**config.mk**
```make
export PLATFORM = sky130hd
export DESIGN_NAME = otter_intr_csr
export DESIGN_NICKNAME = d
export VERILOG_FILES = /design/src/rtl/otter_intr_csr.sv
export SDC_FILE = /design/constraint.sdc
export NUM_CORES = 1
export LEC_CHECK = 0
export CAP_MARGIN = 20
export CORE_MARGIN = 10
export CORE_UTILIZATION = 46
export CTS_BUF_LIST = sky130_fd_sc_hd__clkbuf_8
export CTS_CLUSTER_SIZE = 30
export DETAILED_ROUTE_END_ITERATION = 10
export PLACE_DENSITY = 0.92
export SYNTH_ARGS = -nofsm -noshare
export SYNTH_HDL_FRONTEND = slang
export SYNTH_SLANG_ARGS = --single-unit
```
**constraint.sdc**
```tcl
create_clock -name clk -period 4.5 [get_ports clk]
set_input_delay 1.35 -clock clk [delete_from_list [all_inputs] [get_ports clk]]
set_output_delay 1.35 -clock clk [all_outputs]
set_load 0.1 [all_outputs]
```
**src/rtl/otter_intr_csr.sv**
```systemverilog
// otter_intr_csr: machine-mode interrupt and CSR responder for the Otter MCU.
// Holds mstatus (MIE/MPIE), mtvec, mepc and mcause. Executes CSRRW and MRET
// side effects on instruction completion. Raises int_taken for one cycle on
// trap entry.
// Build option: define INTR_SYNC_EN to place a two-flop synchronizer in front
// of the interrupt edge detector (intr_req may then be asynchronous to clk).
module otter_intr_csr (
   input  logic        clk,
   input  logic        rst_n,
   input  logic        intr_req,
   input  logic        instr_done,
   input  logic [6:0]  opcode,
   input  logic [2:0]  func,
   input  logic [11:0] csr_addr,
   input  logic [31:0] csr_wdata,
   input  logic [31:0] pc_next,
   output logic        int_taken,
   output logic [31:0] csr_rdata,
   output logic [31:0] mtvec,
   output logic [31:0] mepc,
   output logic        mie
);
   localparam logic [6:0]  OPC_SYSTEM   = 7'b1110011;
   localparam logic [11:0] ADDR_MSTATUS = 12'h300;
   localparam logic [11:0] ADDR_MTVEC   = 12'h305;
   localparam logic [11:0] ADDR_MEPC    = 12'h341;
   localparam logic [11:0] ADDR_MCAUSE  = 12'h342;
   localparam logic [31:0] CAUSE_MEI    = 32'h8000000B;
   localparam logic [31:0] ALIGN_MASK   = 32'hFFFF_FFFC;

   typedef enum logic {ST_RUN = 1'b0, ST_TRAP = 1'b1} state_t;

   state_t      state_q, state_d;
   logic        mie_q, mie_d;
   logic        mpie_q, mpie_d;
   logic [31:0] mtvec_q, mtvec_d;
   logic [31:0] mepc_q, mepc_d;
   logic [31:0] mcause_q, mcause_d;
   logic        pending_q, pending_d;
   logic        req_prev_q, req_prev_d;
   logic        req_smp;
   logic        req_edge;
   logic        sys_act, csrrw, mret;
   logic        trap_enter;

`ifdef INTR_SYNC_EN
   logic sync1_q, sync1_d;
   logic sync2_q, sync2_d;

   // Two-flop synchronizer stage inputs.
   always_comb begin
      sync1_d = intr_req;
      sync2_d = sync1_q;
   end

   // Synchronizer flops, cleared by reset.
   always_ff @(posedge clk or negedge rst_n) begin
      if (!rst_n) begin
         sync1_q <= 1'b0;
         sync2_q <= 1'b0;
      end else begin
         sync1_q <= sync1_d;
         sync2_q <= sync2_d;
      end
   end

   assign req_smp = sync2_q;
`else
   assign req_smp = intr_req;
`endif

   assign req_edge = req_smp & ~req_prev_q;

   // Decode which SYSTEM side effect the completing instruction carries.
   // Completions seen while in TRAP are ignored.
   always_comb begin
      sys_act = instr_done && (opcode == OPC_SYSTEM) && (state_q == ST_RUN);
      csrrw   = sys_act && func[0];
      mret    = sys_act && (func == 3'b000);
   end

   // CSR next-state: instruction effects first, then trap entry overrides them.
   always_comb begin
      mie_d      = mie_q;
      mpie_d     = mpie_q;
      mtvec_d    = mtvec_q;
      mepc_d     = mepc_q;
      mcause_d   = mcause_q;
      req_prev_d = req_smp;
      trap_enter = 1'b0;
      if (csrrw) begin
         case (csr_addr)
            ADDR_MSTATUS: begin
               mie_d  = csr_wdata[3];
               mpie_d = csr_wdata[7];
            end
            ADDR_MTVEC:  mtvec_d  = csr_wdata & ALIGN_MASK;
            ADDR_MEPC:   mepc_d   = csr_wdata & ALIGN_MASK;
            ADDR_MCAUSE: mcause_d = csr_wdata;
            default: ;
         endcase
      end
      if (mret) begin
         mie_d  = mpie_q;
         mpie_d = 1'b1;
      end
      // mie_d here is the MIE this same instruction leaves behind.
      trap_enter = (state_q == ST_RUN) && instr_done && pending_q && mie_d;
      if (trap_enter) begin
         mepc_d   = pc_next & ALIGN_MASK;
         mpie_d   = mie_d;
         mie_d    = 1'b0;
         mcause_d = CAUSE_MEI;
      end
      // A new request edge wins over the clear from a trap taken on the same edge.
      pending_d = (pending_q && !trap_enter) || req_edge;
   end

   // FSM next state: one TRAP cycle per taken interrupt.
   always_comb begin
      state_d = state_q;
      case (state_q)
         ST_RUN:  if (trap_enter) state_d = ST_TRAP;
         ST_TRAP: state_d = ST_RUN;
         default: state_d = ST_RUN;
      endcase
   end

   // State and CSR registers.
   always_ff @(posedge clk or negedge rst_n) begin
      if (!rst_n) begin
         state_q    <= ST_RUN;
         mie_q      <= 1'b0;
         mpie_q     <= 1'b0;
         mtvec_q    <= 32'd0;
         mepc_q     <= 32'd0;
         mcause_q   <= 32'd0;
         pending_q  <= 1'b0;
         req_prev_q <= 1'b0;
      end else begin
         state_q    <= state_d;
         mie_q      <= mie_d;
         mpie_q     <= mpie_d;
         mtvec_q    <= mtvec_d;
         mepc_q     <= mepc_d;
         mcause_q   <= mcause_d;
         pending_q  <= pending_d;
         req_prev_q <= req_prev_d;
      end
   end

   // Combinational CSR readback of the current (pre-write) values.
   always_comb begin
      csr_rdata = 32'd0;
      case (csr_addr)
         ADDR_MSTATUS: csr_rdata = {24'd0, mpie_q, 3'b000, mie_q, 3'b000};
         ADDR_MTVEC:   csr_rdata = mtvec_q;
         ADDR_MEPC:    csr_rdata = mepc_q;
         ADDR_MCAUSE:  csr_rdata = mcause_q;
         default:      csr_rdata = 32'd0;
      endcase
   end

   assign int_taken = (state_q == ST_TRAP);
   assign mtvec     = mtvec_q;
   assign mepc      = mepc_q;
   assign mie       = mie_q;

endmodule

```
==> flow_metrics.env <==
export IMPL_clk_latency_ns=0.36
export IMPL_yosysWarnings=0
export IMPL_netlist_area_um2=4860
export IMPL_cp_top_family="buffers and inverters"
export IMPL_die_area_um2=15100
export IMPL_area_delta_synth_final_pct=55.5
export IMPL_antenna_left=0
export IMPL_synthFlopType="dfrtp_1"
export IMPL_worst_slew_pin_slew_ns=1.03
export IMPL_cts_hold_buf=0
export IMPL_cts_buffers=9
export IMPL_required_ns=3.15
export IMPL_max_slew_margin_pct=31.3
export IMPL_ir_worst_vdd_uv=354
export IMPL_htreeDepth=3
export IMPL_synth_edf_count=0
export IMPL_path_cells="clkdlybuf4s15_1 -> nor4b_4 -> nand2_2 -> buf_6 -> nor4b_4 -> buf_6 -> buf_8 -> a222oi_1 -> inv_2 -> buf_12"
export IMPL_drc=0
export IMPL_start_util_pct=47.1
export IMPL_drt_iter0_markers=507
export IMPL_slew_viol_final=0
export IMPL_multi_input_area_um2=2170
export IMPL_clkTransAtPathRegs_ns=0.10
export IMPL_die_h_um=123
export IMPL_port_buffers=181
export IMPL_use_met3_pct=7.16
export IMPL_syn_avg_cell_area_um2=11.5
export IMPL_cap_viol_max_count=0
export IMPL_hp_class="reg2reg"
export IMPL_cts_path_max_buffers=2
export IMPL_use_met1_pct=23.4
export IMPL_cp_num_cells=10
export IMPL_ys_async_sr_fraction_pct=100
export IMPL_start_kind="input pin"
export IMPL_antenna_found_initial=1
export IMPL_post_place_ws_ns=-0.215
export IMPL_synth_seq_cells=97
export IMPL_cts_tree="done"
export IMPL_grt_pass1_vias=4673
export IMPL_grt_overflow=0
export IMPL_reg2reg_depth=9
export IMPL_ctsRootBufferMaster="clkbuf_8"
export IMPL_path_max_fanout=8
export IMPL_wl_per_cell_um=22.0
export IMPL_clock_sink_count=97
export IMPL_min_from="mcause_q[0]"
export IMPL_max_freq_mhz=224
export IMPL_finalClockSkew_ns=0.0138
export IMPL_grt_start_max_net_pins=77
export IMPL_chipWidth_um=123
export IMPL_dp_cells=731
export IMPL_hold_viol_final=0
export IMPL_track_usage_pct=21.3
export IMPL_io_pins=188
export IMPL_regArea_um2=2430
export IMPL_leakagePower_nw=3.51
export IMPL_final_nets=707
export IMPL_critPathKind="in2out"
export IMPL_slowest_delay_ns=0.31
export IMPL_timing_final_crit_share_pct=99.1
export IMPL_vias=4302
export IMPL_grt_pass1_wl_um=25300
export IMPL_fin_cells=759
export IMPL_dpl_hpwl_um=11900
export IMPL_setup_viol=0
export IMPL_min_path_cells=2
export IMPL_fp_coreArea_um2=10300
export IMPL_finalHoldWorstSlack_ns=0.513
export IMPL_path_buf_inv=6
export IMPL_reg2reg_to="mcause_q[30]"
export IMPL_rsz0062_at_grt="false"
export IMPL_drive_above_1_share_pct=34.9
export IMPL_min_period_ns=4.46
export IMPL_gp_congestion=0.870
export IMPL_holdPathEnd="mcause_q[0]"
export IMPL_row_count=37
export IMPL_vias_per_cell=5.67
export IMPL_grt_use_met2_pct=38.3
export IMPL_synth_seq_area_share_pct=49.9
export IMPL_synthDistinctLibCells=41
export IMPL_fillers=657
export IMPL_cpMaxStageDelayCell="nor4b_4"
export IMPL_worst_slack_ns=0.0398
export IMPL_p_per_area_nw_per_um2=366
export IMPL_top_usage_layer="met2"
export IMPL_routed_wl_um=16700
export IMPL_netlist_instances=423
export IMPL_drt_pass1_iter_count=8
export IMPL_outcome="finished, final reports clean"
export IMPL_r2r_start="int_taken"
export IMPL_cp_arrival_ns=3.11
export IMPL_ff2ff_setup_slack_ns=2.03
export IMPL_setup_tns_ns=0
export IMPL_end_kind="output pin"
## worst reg2reg max path: cells and delay by family, from the launching register on
kind,cells,cell delay [ns]
DFF,1,0.41
and+or+nand+nor,4,1.00
AOI/OAI and AO/OA,2,0.34
buffers and inverters,3,0.60
## power by group
part           internal [mW]  leakage, nW  switching [mW]
logic                  0.379         2.13           0.821
clock network          0.202       0.0962           0.314
registers              0.972         1.29          0.0836
## repair_timing
| action | in CTS | in global routing |
|---|---|---|
| cloned | 4 | 1 |
| pin swaps | 8 | 8 |
| resized for setup | 44 | 7 |
| endpoints found under the hold margin | 0 | 0 |
| setup endpoints to repair | 32 | 32 |
| setup buffers | 6 | 0 |
## metal layers
metal  wire length, um  vias up
met5                 0        -
met4               172        0
met3              1610       15
met2              8840      232
met1              6060     2154
li1                  -     1901
## synth_stat cells (2+ instances only)
| cell type | number | area [um2] |
|---|---|---|
| a222oi_1 | 28 | 280 |
| nor2_1 | 2 | 7.51 |
| and2_1 | 6 | 37.5 |
| buf_1 | 2 | 7.51 |
| o21ai_0 | 3 | 15.0 |
| mux2_4 | 24 | 360 |
| buf_6 | 2 | 22.5 |
| nor3_1 | 3 | 15.0 |
| inv_1 | 32 | 120 |
| dfrtp_1 | 97 | 2430 |
| buf_4 | 6 | 45.0 |
| nand4_1 | 2 | 12.5 |
| nand2_1 | 68 | 255 |
| buf_12 | 2 | 40.0 |
| nand3_1 | 6 | 30.0 |
| clkbuf_1 | 17 | 63.8 |
| mux2_2 | 65 | 732 |
| a21oi_1 | 28 | 140 |
| nor4_2 | 2 | 25.0 |
| a22oi_1 | 4 | 30.0 |
| buf_2 | 4 | 20.0 |
## how the worst max path moves through the flow
stage | from | endpoint | slack [ns]
2_1_floorplan | csr_addr[11] | csr_rdata[11] | 0.03
3_3_place_gp | csr_addr[11] | csr_rdata[20] | -0.14
3_5_place_dp | csr_addr[11] | csr_rdata[3] | -0.22
4_1_cts | csr_addr[0] | csr_rdata[12] | 0.008
5_1_grt | csr_addr[11] | csr_rdata[24] | 0.01
6_report | csr_addr[11] | csr_rdata[27] | 0.04
## cells by family (layout without fill, tap and decap cells)
| logic type | count (synthesis) | after routing | synth area share, % |
|---|---|---|---|
| AOI/OAI and AO/OA | 68 | 68 | 10.4 |
| buffers and inverters | 66 | 262 | 6.64 |
| DFF | 97 | 97 | 49.9 |
| muxes | 90 | 90 | 22.7 |
| other | 1 | 5 | 0.0771 |
| and+or+nand+nor | 101 | 101 | 10.3 |
## registers in the layout (all words and copies together), names as in the netlist
signal,count
int_taken,1
mcause_q,32
mepc,30
mie,1
mpie_q,1
mtvec,30
pending_q,1
req_prev_q,1
## per-stage QoR
stage | instance area [um2] | util (%) | total power, mW
after global routing | 7560 | 73.3 | 2.86
after detailed placement | 7160 | 69.4 | 2.28
after global placement | 7160 | 69.4 | 2.24
after floorplan | 4880 | - | 1.92
after CTS | 7550 | 73.1 | 2.79
final | 7560 | 73.3 | 2.77
## final cells by class
class	count	area share [%]
clock inverter	7	0.629
clock buffer	9	1.64
multi-input combinational	263	28.7
tap	136	2.25
sequential	97	32.1
antenna	1	0.0331
timing repair buffer	213	33.0
inverter	33	1.64
## cells in the final DEF (no fill, tap or decap), types with 3 or more instances in the layout
| cell | Yosys | routed |
|---|---|---|
| a21oi_1 | 28 | 28 |
| a222oi_1 | 28 | 28 |
| a22oi_1 | 4 | 3 |
| and2_2 | 0 | 3 |
| buf_12 | 2 | 36 |
| buf_4 | 6 | 16 |
| buf_6 | 2 | 7 |
| buf_8 | 0 | 3 |
| clkbuf_8 | 0 | 9 |
| clkdlybuf4s50_1 | 0 | 136 |
| clkinv_4 | 0 | 3 |
| conb_1 | 1 | 4 |
| dfrtp_1 | 97 | 97 |
| dlygate4sd2_1 | 0 | 6 |
| dlymetal6s2s_1 | 0 | 3 |
| inv_1 | 32 | 5 |
| inv_2 | 1 | 30 |
| mux2_2 | 65 | 65 |
| mux2_4 | 24 | 24 |
| nand2_1 | 68 | 67 |
| nand3_1 | 6 | 6 |
| nor3_1 | 3 | 3 |
No activity file was read; power rests on OpenSTA's default activity.
